## src/rtl/fsm_rx_sync_pkg.sv

```systemverilog
// Shared types and constants for the fsm_rx_sync frame synchroniser.
package fsm_rx_sync_pkg;

  typedef enum logic [1:0] {
    HUNT   = 2'd0,
    CHECK  = 2'd1,
    LOCKED = 2'd2
  } state_e;

  localparam logic [2:0] SYNC_PATTERN = 3'b110;
  localparam int         SYNC_PERIOD  = 3;
  localparam logic [1:0] PH_LAST      = 2'(SYNC_PERIOD - 1);

  function automatic logic [1:0] next_phase(input logic [1:0] ph);
    return (ph == PH_LAST) ? 2'd0 : ph + 2'd1;
  endfunction

endpackage

```

## src/rtl/fsm_rx_sync_sat_counter.sv

```systemverilog
// Parameterised-width saturating up-counter with synchronous clear (clear wins over increment).
module sat_counter #(
  parameter int W = 8
) (
  input  logic         clk,
  input  logic         rst,
  input  logic         clr_i,
  input  logic         inc_i,
  output logic [W-1:0] cnt_o
);

  localparam logic [W-1:0] CNT_MAX = '1;

  logic [W-1:0] cnt_q;
  logic [W-1:0] cnt_d;

  always_comb begin
    cnt_d = cnt_q;
    if (clr_i) begin
      cnt_d = '0;
    end else if (inc_i && (cnt_q != CNT_MAX)) begin
      cnt_d = cnt_q + 1'b1;
    end
  end

  always_ff @(posedge clk or posedge rst) begin
    if (rst) begin
      cnt_q <= '0;
    end else begin
      cnt_q <= cnt_d;
    end
  end

  assign cnt_o = cnt_q;

endmodule

```

## src/rtl/fsm_rx_sync.sv

```systemverilog
// Receive-side frame synchroniser for the period-3 "110" marker stream.
// Define FSM_RX_SYNC_ERRCNT_EN to build the bad-frame error counter; otherwise err_cnt is tied to 0.
module fsm_rx_sync
  import fsm_rx_sync_pkg::*;
#(
  parameter int LOCK_CNT   = 4,
  parameter int UNLOCK_CNT = 2,
  parameter int ERR_W      = 8
) (
  input  logic             clk,
  input  logic             reset,
  input  logic             inp,
  input  logic             err_clr,
  output logic             lock,
  output logic             frame_strb,
  output logic [ERR_W-1:0] err_cnt
);

  localparam logic [3:0] LOCK_C   = 4'(LOCK_CNT);
  localparam logic [3:0] UNLOCK_C = 4'(UNLOCK_CNT);

  state_e     state_q;
  logic [2:0] w_q;
  logic [1:0] ph_q;
  logic [3:0] good_q;
  logic [3:0] bad_q;
  logic       lock_q;
  logic       strb_q;

  logic       match;
  logic       eval;
  logic [1:0] ph_d;
  logic [3:0] good_d;
  logic [3:0] bad_d;
  logic       err_inc;

  // Match is judged on the window before this edge's shift.
  always_comb begin
    match   = (w_q == SYNC_PATTERN);
    eval    = (ph_q == PH_LAST);
    ph_d    = next_phase(ph_q);
    good_d  = good_q + 4'd1;
    bad_d   = bad_q + 4'd1;
    err_inc = (state_q == LOCKED) && eval && !match;
  end

  always_ff @(posedge clk or posedge reset) begin
    if (reset) begin
      state_q <= HUNT;
      w_q     <= 3'b000;
      ph_q    <= 2'd0;
      good_q  <= 4'd0;
      bad_q   <= 4'd0;
      lock_q  <= 1'b0;
      strb_q  <= 1'b0;
    end else begin
      w_q    <= {w_q[1:0], inp};
      strb_q <= 1'b0;
      case (state_q)
        HUNT: begin
          ph_q   <= 2'd0;
          lock_q <= 1'b0;
          if (match) begin
            state_q <= CHECK;
            good_q  <= 4'd1;
          end
        end

        CHECK: begin
          ph_q <= ph_d;
          if (eval) begin
            if (match) begin
              good_q <= good_d;
              if (good_d == LOCK_C) begin
                state_q <= LOCKED;
                bad_q   <= 4'd0;
                lock_q  <= 1'b1;
                strb_q  <= 1'b1;
              end
            end else begin
              state_q <= HUNT;
              good_q  <= 4'd0;
              ph_q    <= 2'd0;
            end
          end
        end

        LOCKED: begin
          ph_q <= ph_d;
          if (eval) begin
            if (match) begin
              bad_q  <= 4'd0;
              strb_q <= 1'b1;
            end else begin
              bad_q <= bad_d;
              if (bad_d == UNLOCK_C) begin
                state_q <= HUNT;
                ph_q    <= 2'd0;
                lock_q  <= 1'b0;
              end
            end
          end
        end

        default: begin
          state_q <= HUNT;
          ph_q    <= 2'd0;
          good_q  <= 4'd0;
          bad_q   <= 4'd0;
          lock_q  <= 1'b0;
        end
      endcase
    end
  end

  assign lock       = lock_q;
  assign frame_strb = strb_q;

`ifdef FSM_RX_SYNC_ERRCNT_EN
  sat_counter #(
    .W(ERR_W)
  ) u_err_cnt (
    .clk  (clk),
    .rst  (reset),
    .clr_i(err_clr),
    .inc_i(err_inc),
    .cnt_o(err_cnt)
  );
`else
  logic unused_err;
  assign unused_err = err_clr ^ err_inc;
  assign err_cnt    = '0;
`endif

endmodule

```

## config.mk

```make
export PLATFORM = sky130hd
export DESIGN_NAME = fsm_rx_sync
export DESIGN_NICKNAME = d
export VERILOG_FILES = /design/src/rtl/fsm_rx_sync_pkg.sv /design/src/rtl/fsm_rx_sync_sat_counter.sv /design/src/rtl/fsm_rx_sync.sv
export SDC_FILE = /design/constraint.sdc
export NUM_CORES = 1
export LEC_CHECK = 0
export BUFFER_PORTS_ARGS = -buffer_cell sky130_fd_sc_hd__buf_4
export CAP_MARGIN = 15
export CORE_ASPECT_RATIO = 1.2
export CORE_UTILIZATION = 40
export CTS_CLUSTER_DIAMETER = 150
export DETAILED_ROUTE_END_ITERATION = 16
export GPL_TIMING_DRIVEN = 0
export HOLD_SLACK_MARGIN = 0.05
export PLACE_DENSITY = 0.61
export SLEW_MARGIN = 15
export SYNTH_ARGS = -nofsm -noshare
export SYNTH_HDL_FRONTEND = slang
export SYNTH_SLANG_ARGS = --single-unit
```

## constraint.sdc

```tcl
create_clock -name clk -period 2.06 [get_ports clk]
set_input_delay 0.103 -clock clk [delete_from_list [all_inputs] [get_ports clk]]
set_output_delay 0.103 -clock clk [all_outputs]
set_load 0.02 [all_outputs]
```

==> flow_summary.yaml <==
yosys:
  synth_edf_count: 0
  synthXorXnorAreaFrac_pct: 1.77
  ys_types: 32
  synthesis.area_um2: 987
  async_reset_ff_share_pct: 100
  synth_compound_area_share_pct: 19.0
  synth.avg_cell_area_um2: 9.77
  ys_warn_count: 0
  netlist_instances: 101
  yosys.area_share.simple_pct: 15.5
  ys_seq_area_share_pct: 43.1
  synth_top_family_by_area: "compound AO/OA/AOI/OAI gates"
  synth_fa_ha_area_share_pct: 8.87
  synth_seq_cells: 17
  ys.flop_type: "dfrtp_1"
  yosys-mux-area-fraction_pct: 1.52
critical_path:
  path_max_fanout: 4
  cpPeakStageDelay_ps: 430
  worstPathArrival_ps: 2230
  required_ps: 2250
  worstSetupPathType: "reg2reg"
  crit_path_cell_trace: "ha_4 > and2b_1 > a21oi_2 > o32ai_4 > nand2_1 > a221o_1 > mux2_4"
  cp_slowest_cell: "dfrtp_2"
  cp-start-kind: "flop"
  crit_path_end_kind: "flop"
layout:
  multi_input_area_um2: 510
  nFillCells: 227
  nNetsFinal: 134
  drive_gt1_share_pct: 22.1
  final_cell_mix: "16 x buf_4, 16 x dfrtp_1, 11 x nor2_1"
  syn2layout_area_growth_pct: 19.9
  fin_util_pct: 51.3
  regArea_um2: 427
  antenna_cells: 0
die:
  ioPinCount: 14
  core_um2: 2310
  dieArea_um2: 2670
  num_rows: 19
  die_h_um: 56.4
  start_util_pct: 42.8
  die_w_um: 47.4
job:
  maxCapViolations: 0
drt:
  via_per_inst: 4.76
  ant_nets: 0
  vias: 728
  detail_route.iter0.violations: 11
  drt_pre_antenna_iters: 4
  routed_wl_um: 1710
  wl_per_cell_um: 11.2
  route.detailed.drc: 0
clock_network:
  cts_max_path_buffers: 2
  htreeDepth: 1
  cts_buffers: 3
  cts.sinks: 17
  ctsRootBufferMaster: "clkbuf_4"
  insertion_delay_ps: 300
  cts_tree: "done"
  path_clk_slew_ps: 100
status:
  outcome: "finished, final reports clean"
global_route:
  grt_first_pass_wirelength_um: 2900
  grt_util_all_layers_pct: 15.0
  grt_pass1_vias: 707
  grt_overflow: 0
  grt_antenna_before_repair: 0
  grt_max_degree: 18
timing:
  slew_headroom_pct: 57.5
  maxSlewViolCount: 0
  whs_ps: 377
  post-route-min-period_ps: 2040
  fmax_ghz: 0.490
  fin_crit_sh_pct: 99.0
  hold_viol: 0
  setup_viol: 0
  rsz0062_at_grt: "yes"
  worst_pin_slew_ps: 636
  fin_skew_ps: 6.64
hold_path:
  hp-class: "reg2reg"
placed_design:
  place_hpwl_um: 1250
  io_buffer_count: 4
  gp_congestion: 0.721
pwr:
  p_per_area_nw_per_um2: 727
  peakVddDrop_mv: 0.425
  power_leakage_nw: 0.584
## Yosys cell counts, types with 2 or more instances
cell	instances	share of area [%]
dfrtp_1	17	43
nor2_1	11	4.2
inv_1	9	3.4
a21oi_1	8	4.1
buf_4	8	6.1
ha_1	7	8.9
nand2_1	7	2.7
a21o_1	2	1.5
and2b_1	2	1.5
nand3_1	2	1.0
nand3b_1	2	1.5
nor3_1	2	1.0
nor3b_1	2	1.5
o211ai_1	2	1.5
o21ai_0	2	1.0
xor2_1	2	1.8
## registers in the layout (all words and copies together), names as in the netlist
| signal | flops |
|---|---|
| w_q | 3 |
| ph_q | 2 |
| bad_q | 4 |
| lock | 1 |
| state_q | 2 |
| frame_strb | 1 |
| good_q | 4 |
## critical path: cells and delay by family (launching register included)
kind	cells	cell delay [ps]
AOI/OAI and AO/OA	3	710
muxes	1	320
DFF	1	430
and+or+nand+nor	2	310
adders and majority gates	1	160
## cell type report
cell class / instances / area share (%)
buffer: 9 / 5.39
timing repair buffer: 10 / 6.77
sequential: 17 / 36.0
clock inverter: 1 / 0.634
tap: 31 / 3.28
multi-input combinational: 73 / 43.1
inverter: 9 / 2.85
clock buffer: 3 / 1.90
## per-stage QoR
stage               worst slack (ps)  setup TNS, ps  instance area, um2  std cells  power (mW)
floorplan                       23.4              0                1010        108       0.582
global placement                -132           -265                1080        143       0.625
detailed placement              -180           -407                1080        143       0.634
CTS                            -34.2          -34.2                1170        152       0.856
global route                   -9.55          -9.55                1180        153       0.919
finish                          20.1              0                1180        153       0.860
## cell families (layout without fill, tap and decap cells)
kind of cell	Yosys count	after routing
simple gates	31	31
compound gates	24	24
buf+inv	18	32
flops	17	17
fa+ha+maj	7	7
xor+xnor	2	2
other cells	1	8
mux	1	1
## worst paths after layout
| path | endpoint | depth (start not counted) | from | slack, ps |
|---|---|---|---|---|
| worst max-delay path | bad_q[3] | 7 | good_q[0] | 20 |
| worst min-delay path | w_q[1] | 0 | w_q[0] | 380 |
| worst max register to register | bad_q[3] | 7 | good_q[0] | 20 |
| worst min register to register | w_q[1] | 0 | w_q[0] | 380 |
| max in group asynchronous | good_q[0] | 3 | reset | 1170 |
| min in group asynchronous | ph_q[0] | 3 | reset | 440 |
## power by group
group          total, mW  switching (mW)  internal, mW
logic              0.293           0.168         0.125
clock network      0.185           0.111        0.0741
registers          0.382          0.0196         0.363
## per-layer routing
layer | global-route usage (%) | up-vias | wire length, um
met1 | 17.5 | 341 | 773
met2 | 25.4 | 6 | 874
met3 | 2.89 | 4 | 33
met4 | 6.12 | 0 | 28
met5 | 0 | - | 0
li1 | - | 377 | -
## repair_timing
action	in CTS	in global routing
hold buffers	2	0
endpoints found under the hold margin	18	0
endpoints found under the setup margin	4	4
resized for setup	3	1
pin swaps	6	3
buffers inserted	3	1
(Power assumes the default switching activity.)
